--- src/rtl/reg_write_buffer_pkg.sv ---
`default_nettype none
// ============================================================================
// Module   : reg_write_buffer_pkg
// Purpose  : Shared constants, the write-request record and the
//            address-to-one-hot decode used by the register write path.
// Ports    : none (package)
// Revision : 1.0  initial release
// ============================================================================
package reg_write_buffer_pkg;

  localparam int DATA_W = 32;
  localparam int ADDR_W = 5;
  localparam int NREGS  = 2 ** ADDR_W;
  localparam int REQ_W  = ADDR_W + DATA_W;

  typedef struct packed {
    logic [ADDR_W-1:0] addr;
    logic [DATA_W-1:0] data;
  } wr_req_t;

  // One-hot register selector for a given address; shared with read muxing.
  function automatic logic [NREGS-1:0] addr_to_onehot(input logic [ADDR_W-1:0] addr);
    logic [NREGS-1:0] v_sel;
    v_sel       = '0;
    v_sel[addr] = 1'b1;
    return v_sel;
  endfunction

endpackage
`default_nettype wire

--- src/rtl/reg_write_buffer_if.sv ---
`default_nettype none
// ============================================================================
// Module   : reg_write_buffer_if
// Purpose  : Bundles the request handshake, bank-write bus, forwarding
//            lookup and status signals of the register write buffer.
// Ports    : none (interface). Modport slave = the buffer, master = the
//            surrounding pipeline / bank side that drives requests.
//            in_valid/in_ready/in_addr/in_data : request handshake
//            hold                              : stall draining
//            wr_en/wr_sel/wr_data              : register bank write bus
//            fwd_addr/fwd_hit/fwd_data         : forwarding lookup
//            count/empty                       : status
// Revision : 1.0  initial release
// ============================================================================
interface reg_write_buffer_if #(
  parameter int DEPTH = 4
);
  import reg_write_buffer_pkg::*;

  localparam int CNT_W = $clog2(DEPTH) + 1;

  logic              in_valid;
  logic              in_ready;
  logic [ADDR_W-1:0] in_addr;
  logic [DATA_W-1:0] in_data;
  logic              hold;
  logic              wr_en;
  logic [NREGS-1:0]  wr_sel;
  logic [DATA_W-1:0] wr_data;
  logic [ADDR_W-1:0] fwd_addr;
  logic              fwd_hit;
  logic [DATA_W-1:0] fwd_data;
  logic [CNT_W-1:0]  count;
  logic              empty;

  modport slave (
    input  in_valid, in_addr, in_data, hold, fwd_addr,
    output in_ready, wr_en, wr_sel, wr_data, fwd_hit, fwd_data, count, empty
  );

  modport master (
    output in_valid, in_addr, in_data, hold, fwd_addr,
    input  in_ready, wr_en, wr_sel, wr_data, fwd_hit, fwd_data, count, empty
  );

endinterface
`default_nettype wire

--- src/rtl/reg_write_buffer_wb_fifo.sv ---
`default_nettype none
// ============================================================================
// Module   : wb_fifo
// Purpose  : Generic circular FIFO with occupancy count. All entries are
//            exported in age order (index 0 = head/oldest) together with a
//            valid mask so the caller can search pending data.
// Ports    : clk, reset      : clock, async active-high reset
//            i_push/i_data   : enqueue (ignored when full)
//            i_pop           : dequeue (ignored when empty)
//            o_head          : oldest entry
//            o_count         : occupancy
//            o_entries/o_valid : age-ordered contents and valid mask
// Revision : 1.0  initial release
// ============================================================================
module wb_fifo #(
  parameter int DEPTH = 4,
  parameter int WIDTH = 37
) (
  input  wire logic                          clk,
  input  wire logic                          reset,
  input  wire logic                          i_push,
  input  wire logic [WIDTH-1:0]              i_data,
  input  wire logic                          i_pop,
  output logic      [WIDTH-1:0]              o_head,
  output logic      [$clog2(DEPTH):0]        o_count,
  output logic      [DEPTH-1:0][WIDTH-1:0]   o_entries,
  output logic      [DEPTH-1:0]              o_valid
);

  localparam int PTR_W = $clog2(DEPTH);
  localparam int CNT_W = PTR_W + 1;

  logic [WIDTH-1:0] r_mem [DEPTH];
  logic [PTR_W-1:0] r_rd_ptr;
  logic [PTR_W-1:0] r_wr_ptr;
  logic [CNT_W-1:0] r_count;

  logic w_push;
  logic w_pop;

  assign w_push = i_push && (r_count != CNT_W'(DEPTH));
  assign w_pop  = i_pop  && (r_count != '0);

  // DEPTH is a power of two, so pointer overflow is the modulo wrap.
  always_ff @(posedge clk or posedge reset) begin
    if (reset) begin
      r_rd_ptr <= '0;
      r_wr_ptr <= '0;
      r_count  <= '0;
    end else begin
      if (w_push) r_wr_ptr <= r_wr_ptr + 1'b1;
      if (w_pop)  r_rd_ptr <= r_rd_ptr + 1'b1;
      case ({w_push, w_pop})
        2'b10:   r_count <= r_count + 1'b1;
        2'b01:   r_count <= r_count - 1'b1;
        default: r_count <= r_count;
      endcase
    end
  end

  // Storage needs no reset: only entries covered by o_valid are meaningful.
  always_ff @(posedge clk) begin
    if (w_push) r_mem[r_wr_ptr] <= i_data;
  end

  assign o_head  = r_mem[r_rd_ptr];
  assign o_count = r_count;

  for (genvar k = 0; k < DEPTH; k++) begin : g_age
    logic [PTR_W-1:0] w_idx;
    assign w_idx        = r_rd_ptr + PTR_W'(k);
    assign o_entries[k] = r_mem[w_idx];
    assign o_valid[k]   = (CNT_W'(k) < r_count);
  end

endmodule
`default_nettype wire

--- src/rtl/reg_write_buffer.sv ---
`default_nettype none
// ============================================================================
// Module   : reg_write_buffer
// Purpose  : Write-back staging buffer in front of the 32 x 32-bit register
//            bank. Queues (addr, data) requests, drains one per cycle into
//            the bank through a one-cycle output stage, and forwards the
//            youngest pending write to readers.
// Ports    : clk   : rising-edge clock shared with the bank
//            reset : asynchronous active-high reset
//            bus   : reg_write_buffer_if.slave (handshake, bank bus,
//                    forwarding lookup, count/empty status)
// Revision : 1.0  initial release
// ============================================================================
module reg_write_buffer
  import reg_write_buffer_pkg::*;
#(
  parameter int DEPTH = 4
) (
  input  wire logic           clk,
  input  wire logic           reset,
  reg_write_buffer_if.slave   bus
);

  localparam int CNT_W = $clog2(DEPTH) + 1;

  logic [CNT_W-1:0]            w_count;
  logic [REQ_W-1:0]            w_head_raw;
  logic [DEPTH-1:0][REQ_W-1:0] w_entries;
  logic [DEPTH-1:0]            w_valid;
  wr_req_t                     w_head;
  wr_req_t                     w_in_req;
  wr_req_t                     w_ent;
  logic                        w_in_ready;
  logic                        w_push;
  logic                        w_pop;
  logic                        w_fwd_hit;
  logic [DATA_W-1:0]           w_fwd_data;

  logic                        r_wr_en;
  logic [NREGS-1:0]            r_wr_sel;
  logic [DATA_W-1:0]           r_wr_data;
  logic [ADDR_W-1:0]           r_out_addr;

  // Readiness comes from the registered count only; a pop on the same edge
  // does not open a slot for the incoming request.
  assign w_in_ready = (w_count < CNT_W'(DEPTH));

  // Address 0 completes the handshake but is dropped: it never reaches the bank.
  assign w_push   = bus.in_valid && w_in_ready && (bus.in_addr != '0);
  assign w_pop    = !bus.hold && (w_count != '0);
  assign w_in_req = '{addr: bus.in_addr, data: bus.in_data};
  assign w_head   = w_head_raw;

  wb_fifo #(
    .DEPTH (DEPTH),
    .WIDTH (REQ_W)
  ) u_fifo (
    .clk       (clk),
    .reset     (reset),
    .i_push    (w_push),
    .i_data    (w_in_req),
    .i_pop     (w_pop),
    .o_head    (w_head_raw),
    .o_count   (w_count),
    .o_entries (w_entries),
    .o_valid   (w_valid)
  );

  // Output stage: a popped entry drives the bank for exactly one cycle.
  // wr_data holds its last value when idle; only wr_en/wr_sel return to 0.
  always_ff @(posedge clk or posedge reset) begin
    if (reset) begin
      r_wr_en    <= 1'b0;
      r_wr_sel   <= '0;
      r_wr_data  <= '0;
      r_out_addr <= '0;
    end else begin
      r_wr_en <= w_pop;
      if (w_pop) begin
        r_wr_sel   <= addr_to_onehot(w_head.addr);
        r_wr_data  <= w_head.data;
        r_out_addr <= w_head.addr;
      end else begin
        r_wr_sel   <= '0;
      end
    end
  end

  // Forwarding: scan oldest to youngest so a later match overrides an
  // earlier one; the output stage is older than anything still queued.
  always_comb begin
    w_fwd_hit  = 1'b0;
    w_fwd_data = '0;
    w_ent      = '0;
    if (bus.fwd_addr != '0) begin
      if (r_wr_en && (r_out_addr == bus.fwd_addr)) begin
        w_fwd_hit  = 1'b1;
        w_fwd_data = r_wr_data;
      end
      for (int k = 0; k < DEPTH; k++) begin
        w_ent = w_entries[k];
        if (w_valid[k] && (w_ent.addr == bus.fwd_addr)) begin
          w_fwd_hit  = 1'b1;
          w_fwd_data = w_ent.data;
        end
      end
    end
  end

  assign bus.in_ready = w_in_ready;
  assign bus.wr_en    = r_wr_en;
  assign bus.wr_sel   = r_wr_sel;
  assign bus.wr_data  = r_wr_data;
  assign bus.fwd_hit  = w_fwd_hit;
  assign bus.fwd_data = w_fwd_data;
  assign bus.count    = w_count;
  assign bus.empty    = (w_count == '0) && !r_wr_en;

endmodule
`default_nettype wire

--- src/flat_wrapper.sv ---
// flat-port wrapper written by rule: the top's interface ports become plain ports
module reg_write_buffer_flat import reg_write_buffer_pkg::*;
#(
  parameter int DEPTH = 4
)
  (clk, reset, bus_in_valid, bus_in_addr, bus_in_data, bus_hold, bus_fwd_addr, bus_in_ready, bus_wr_en, bus_wr_sel, bus_wr_data, bus_fwd_hit, bus_fwd_data, bus_count, bus_empty);
  reg_write_buffer_if #(.DEPTH(DEPTH)) bus_i ();
  input  wire logic clk;
  input  wire logic reset;
  input wire logic [$bits(bus_i.in_valid)-1:0] bus_in_valid;
  input wire logic [$bits(bus_i.in_addr)-1:0] bus_in_addr;
  input wire logic [$bits(bus_i.in_data)-1:0] bus_in_data;
  input wire logic [$bits(bus_i.hold)-1:0] bus_hold;
  input wire logic [$bits(bus_i.fwd_addr)-1:0] bus_fwd_addr;
  output wire logic [$bits(bus_i.in_ready)-1:0] bus_in_ready;
  output wire logic [$bits(bus_i.wr_en)-1:0] bus_wr_en;
  output wire logic [$bits(bus_i.wr_sel)-1:0] bus_wr_sel;
  output wire logic [$bits(bus_i.wr_data)-1:0] bus_wr_data;
  output wire logic [$bits(bus_i.fwd_hit)-1:0] bus_fwd_hit;
  output wire logic [$bits(bus_i.fwd_data)-1:0] bus_fwd_data;
  output wire logic [$bits(bus_i.count)-1:0] bus_count;
  output wire logic [$bits(bus_i.empty)-1:0] bus_empty;
  assign bus_i.in_valid = bus_in_valid;
  assign bus_i.in_addr = bus_in_addr;
  assign bus_i.in_data = bus_in_data;
  assign bus_i.hold = bus_hold;
  assign bus_i.fwd_addr = bus_fwd_addr;
  assign bus_in_ready = bus_i.in_ready;
  assign bus_wr_en = bus_i.wr_en;
  assign bus_wr_sel = bus_i.wr_sel;
  assign bus_wr_data = bus_i.wr_data;
  assign bus_fwd_hit = bus_i.fwd_hit;
  assign bus_fwd_data = bus_i.fwd_data;
  assign bus_count = bus_i.count;
  assign bus_empty = bus_i.empty;
  reg_write_buffer #(.DEPTH(DEPTH)) u_core (.clk(clk), .reset(reset), .bus(bus_i));
endmodule
--- config.mk ---
export PLATFORM = sky130hd
export DESIGN_NAME = reg_write_buffer_flat
export DESIGN_NICKNAME = d
export VERILOG_FILES = /design/src/rtl/reg_write_buffer_pkg.sv /design/src/rtl/reg_write_buffer_if.sv /design/src/rtl/reg_write_buffer_wb_fifo.sv /design/src/rtl/reg_write_buffer.sv /design/src/flat_wrapper.sv
export SDC_FILE = /design/constraint.sdc
export NUM_CORES = 1
export LEC_CHECK = 0
export ABC_AREA = 0
export CAP_MARGIN = 30
export CORE_UTILIZATION = 45
export CTS_CLUSTER_SIZE = 25
export DETAILED_ROUTE_END_ITERATION = 10
export DONT_BUFFER_PORTS = 1
export HOLD_SLACK_MARGIN = 0.1
export MAX_ROUTING_LAYER = met4
export PLACE_DENSITY = 0.73
export SLEW_MARGIN = 30
export SYNTH_ARGS = -nofsm -noshare
export SYNTH_HDL_FRONTEND = slang
export SYNTH_HIERARCHICAL = 1
export SYNTH_SLANG_ARGS = --single-unit
--- constraint.sdc ---
create_clock -name clk -period 3 [get_ports clk]
set_clock_uncertainty 0.15 [all_clocks]
set_input_delay 0.6 -clock clk [delete_from_list [all_inputs] [get_ports clk]]
set_output_delay 0.6 -clock clk [all_outputs]
set_load 0.02 [all_outputs]
# --- Yosys cells after proc, flatten, opt, wreduce, memory -nomap -nowiden ---
# Memories as Yosys holds them, arrays and structs flattened.
# Cells that the tools add are included.
word_totals:
  ff_bits: 77
  ram_bits: 148
  input_bits: 46
  out_inout_bits: 103
  wordCells: 66
  mem_count: 1
classes:
  addsub: 6
  order_cmp: 7
  n_eq_ne: 8
  muxes: 18
  reduce_logical: 19
mem_list:
  columns: ["memory", "depth", "word_bits", "read_ports", "rd_ports_with_merged_regs", "wr", "line_no", "source"]
  rows:
  - ["u_core.u_fifo.r_mem", 4, 37, 4, 0, 1, "reg_write_buffer_wb_fifo.sv:33", "logic [WIDTH-1:0] r_mem [DEPTH];"]
ops:
  columns: ["cell", "n"]
  rows:
  - ["$mux 32", 7]
  - ["$eq 5x5->1", 5]
  - ["$logic_and 1x1->1", 12]
  - ["$reduce_bool 5->1", 2]
  - ["$mux 1", 9]
  - ["$lt 1x3->1 const A", 2]
  - ["$lt 2x3->1 const A", 2]
  - ["$lt 5x6->1 const B", 1]
  - ["$pmux 3 s2", 1]
  - ["$demux 1 s5", 1]
  - ["$ge 5x1->1 const B", 1]
  - ["$add 2x1->2 const B", 2]
  - ["$add 2x2->2 const B", 2]
  - ["$add 3x1->3 const B", 1]
  - ["$logic_not 3->1", 1]
  - ["$lt 3x3->1 const B", 1]
  - ["$ne 3x3->1 const B", 1]
  - ["$reduce_bool 3->1", 1]
  - ["$sub 3x1->3 const B", 1]
  - ["$eq 2x1->1 const B", 1]
  - ["$eq 2x2->1 const B", 1]
  - ["$logic_not 1->1", 2]
  - ["$reduce_bool 2->1", 1]

# --- Logic depth before layout (Yosys ltp) ---
logic_depth:
  depth_word: 8
  ltp_mapped: 12
  ltp_nobuf: 8

# --- Modules after synthesis ---
# The synthesis kept the hierarchy.
modules_own_cells:
  columns: ["module", "n_inst", "cells_each", "area_per_inst_um2", "seq_area_each_um2"]
  rows:
  - ["wb_fifo", 1, 415, 8859.7, 4619.4]
  - ["reg_write_buffer", 1, 520, 4688.2, 1751.7]

# --- Least setup slack after synthesis ---
# OpenSTA, ideal clock, no wires.
synth_path:
  kind: "reg-to-output"
  start: "register u_core.u_fifo.r_rd_ptr[0]"
  end: "output bus_fwd_data[18]"
  t_arrival_ns: 2.711
  required_ns: 2.250
  path_slack_ns: -0.461
  path_stages_with_launch: 11
  path_buffers: 4
  path_cell_list: "dfrtp_1 > buf_6 > buf_2 > mux4_2 > xor2_1 > a2111oi_4 > buf_6 > buf_6 > and3_1 > o311ai_1 > a31oi_1"
synth_rtl:
  columns: ["element", "line_no", "source"]
  rows:
  - ["start: declaration", "reg_write_buffer_wb_fifo.sv:34", "logic [PTR_W-1:0] r_rd_ptr;"]
  - ["start signal: assignment", "reg_write_buffer_wb_fifo.sv:52", "if (w_pop) r_rd_ptr <= r_rd_ptr + 1'b1;"]
  - ["end: declaration", "flat_wrapper.sv:20", "output wire logic [$bits(bus_i.fwd_data)-1:0] bus_fwd_data;"]

==> run summary <==
Synth top area cells -> edfxtp_1, mux4_2, dfrtp_1
Number of fill cells -> 2236
Cell area after synthesis -> 13550 um^2
Endpoint type of the worst setup path -> primary output
Startpoint Class -> flip-flop
Crit-path max FO -> 6
Final min period -> 4.266 ns
Largest net degree at the start of global routing -> 73
Total GRT Usage -> 24.35%
Final hold vios -> 0
Final wirelength -> 37.94 mm
Fin crit share -> 142.2%
Worst path buffer plus inverter count -> 5
Core footprint -> 29640 um^2
Synth async-reset ratio -> 34.22%
Peak per-stage delay on the critical path -> 0.51 ns
NumNets Final -> 1092
Post-synthesis cell type count -> 43
Final setup fails -> 33
DIE HEIGHT -> 175.5 um
Achievable clock frequency -> 0.2344 GHz
DRC violations left -> 0
Status -> complete, but fails checks
Worst VDD drop -> 0.5051 mV
Worst setup path class -> flip-flop to primary output
Synthesized area per cell -> 14.49 um^2
Slew @ Worst Pin -> 0.8195 ns
Cell Rows -> 63
Cells after synthesis -> 935
Vias -> 9575
Max_cap viols -> 0
DP Worst Slack -> -0.6812 ns
Yosys reg bits -> 225
Final Cell Area -> 16910 um^2
Slew Viols, Final -> 0
Grt total ovfl -> 0
Failing checks -> setup timing
Clock sink total -> 225
Worst min path class -> primary input to flip-flop
Clock Tree Root -> clkbuf_16
Placed cell areas -> 14630 um^2
Commonest non-fill, non-tap cells in the layout -> mux4_2, edfxtp_1, buf_4
Relative slew slack -> 45.24%
Antenna-violating nets left -> 0
Pwr dens -> 995.9 nW/um^2
Vias/cell -> 6.617
Avg WL per Cell -> 26.22 um
Syn_nets -> 990
IO Count -> 149
Initial antenna violation count -> 0
DP Wirelength -> 22.21 mm
Initial Util -> 45.71%
Final Wtd Congestion -> 0.8123
Number of global-route vias before repair -> 9306
IO buf count -> 0
Die ar. -> 30800 um^2
Clk slew on worst S/H paths -> 0.06 ns
CTS tree -> yes
Sequential area share after synthesis -> 47.03%
Slowest cell on crit path -> dfrtp_4
Top_reg_cell synth -> edfxtp_1
Setup TNS Final -> -37.18 ns
Share of layout cells above drive strength 1 -> 47.68%
Top-area cell type share of the netlist area -> 32.80%
Static Leak -> 5.843 nW
CTS max path bufs -> 3
H-tree levels -> 1
Die Span X -> 175.5 um
Final WS setup -> -1.266 ns
Number of synthesized flops with an enable pin -> 148
Worst path cell trace -> buf_6 -> buf_6 -> mux4_2 -> xor2_2 -> nor4_4 -> and2_4 -> buf_12 -> buf_12 -> o311ai_2 -> a31oi_2 -> buf_4
CP Data Arrival Time -> 3.52 ns
Synth warn -> 6
Inserted Clock Buffers -> 25
First-pass GRT wire length -> 55.40 mm
Pwr Total -> 16.84 mW
Crit-path leading delay family -> simple AND/OR/NAND/NOR gates
Worst Path Required -> 2.25 ns
Initial drt markers -> 1004
Synth area leader -> edfxtp_1
Drt first pass iters -> 5
Area delta synth->final -> 24.82%
Unrepaired setup endpoints after global routing -> yes
Worst-skew pair later-pin latency -> 0.54 ns
-- per-stage QoR --
step	hold slack (ns)	instances	util (%)
after floorplan	0.2534	935	-
after global placement	0.2865	1321	49.35
after detailed placement	0.2899	1321	49.35
after CTS	0.2615	1426	55.03
after global routing	0.2816	1445	57.04
final	0.2726	1447	57.05
-- worst register-to-register path, cell delays in order, from the launching register on --
cell and delay, ns:
dfrtp_1 0.52, buf_4 0.20, nor3_1 0.09, nor2_4 0.64, a21boi_0 0.42, ha_1 0.29, mux2i_1 0.20, nor2_1 0.08
xnor2_1 0.12
-- per-layer routing --
metal  share of wire (%)  GRT usage [%]  vias to the layer above
li1                    -              -                     3962
met1                  38          30.36                     4958
met2                  49          39.25                      560
met3                 9.6          5.909                       95
met4                 3.4          7.717                        0
met5                   0              -                        -
-- cells in the mapped netlist (4+ instances only) --
| cell | count |
|---|---|
| buf_2 | 24 |
| nor2_1 | 38 |
| and3_1 | 33 |
| and2_1 | 4 |
| dfrtp_1 | 77 |
| xnor2_1 | 14 |
| buf_12 | 7 |
| buf_4 | 53 |
| a31oi_1 | 32 |
| nand3_1 | 34 |
| inv_1 | 13 |
| a211oi_1 | 30 |
| xor2_1 | 16 |
| o311ai_1 | 32 |
| buf_6 | 8 |
| mux4_2 | 148 |
| nand2_1 | 40 |
| mux2_2 | 35 |
| o21ai_0 | 38 |
| clkbuf_1 | 32 |
| nand3b_1 | 37 |
| ha_1 | 9 |
| edfxtp_1 | 148 |
-- timing repair --
action / CTS / global route
hold buffers: 38 / 0
cloned: 6 / 2
setup endpoints to repair: 33 / 33
buffers inserted: 16 / 21
pin swaps: 19 / 48
endpoints found under the hold margin: 176 / 0
gates resized for setup: 56 / 77
-- registers in the layout, indices dropped and copies added, names as in the netlist --
name / count
u_core/u_fifo/r_mem: 148
u_core/bus.wr_data: 32
u_core/bus.wr_sel: 32
u_core/r_out_addr: 5
u_core/u_fifo/o_count: 3
u_core/u_fifo/r_rd_ptr: 2
u_core/u_fifo/r_wr_ptr: 2
u_core/bus.wr_en: 1
-- layout make-up --
class                           count  area (um^2)  area share, %
Timing Repair Buffer              206         2151          12.72
Inverter                           13        50.05         0.2960
Clock inverter                     15        116.4         0.6881
Clock buffer                       30        675.6          3.996
Sequential cell                   225         6380          37.73
Antenna cell                        2        5.005        0.02960
Multi-Input combinational cell    566         7044          41.66
Tap cell                          390        488.0          2.886
-- cells by family after synthesis --
group	share of synthesized area (%)
buf+inv	7.259
xor+xnor	1.939
simple gates	7.979
mux	27.59
compound gates	7.379
flops	47.03
fa+ha+maj	0.8312
-- power by group --
group / switching, mW / internal [mW]
clock: 1.26 / 1.70
sequential: 0.906 / 3.97
combinational: 4.45 / 4.56
-- final timing paths --
check                                     startpoint                        end  slack, ns  cells past startpoint
setup / recovery           u_core/u_fifo/r_rd_ptr[0]            bus_fwd_data[9]      -1.27                     11
hold / removal                              bus_hold      u_core/bus.wr_data[1]       0.27                      2
setup reg to reg            u_core/u_fifo/o_count[1]   u_core/u_fifo/o_count[2]       0.17                      8
hold reg to reg                 u_core/r_out_addr[3]       u_core/r_out_addr[3]       0.39                      1
max in group asynchronous                      reset      u_core/bus.wr_data[8]       1.60                      3
min in group asynchronous                      reset  u_core/u_fifo/r_wr_ptr[0]       0.35                      2
No activity file was read; power rests on OpenSTA's default activity.
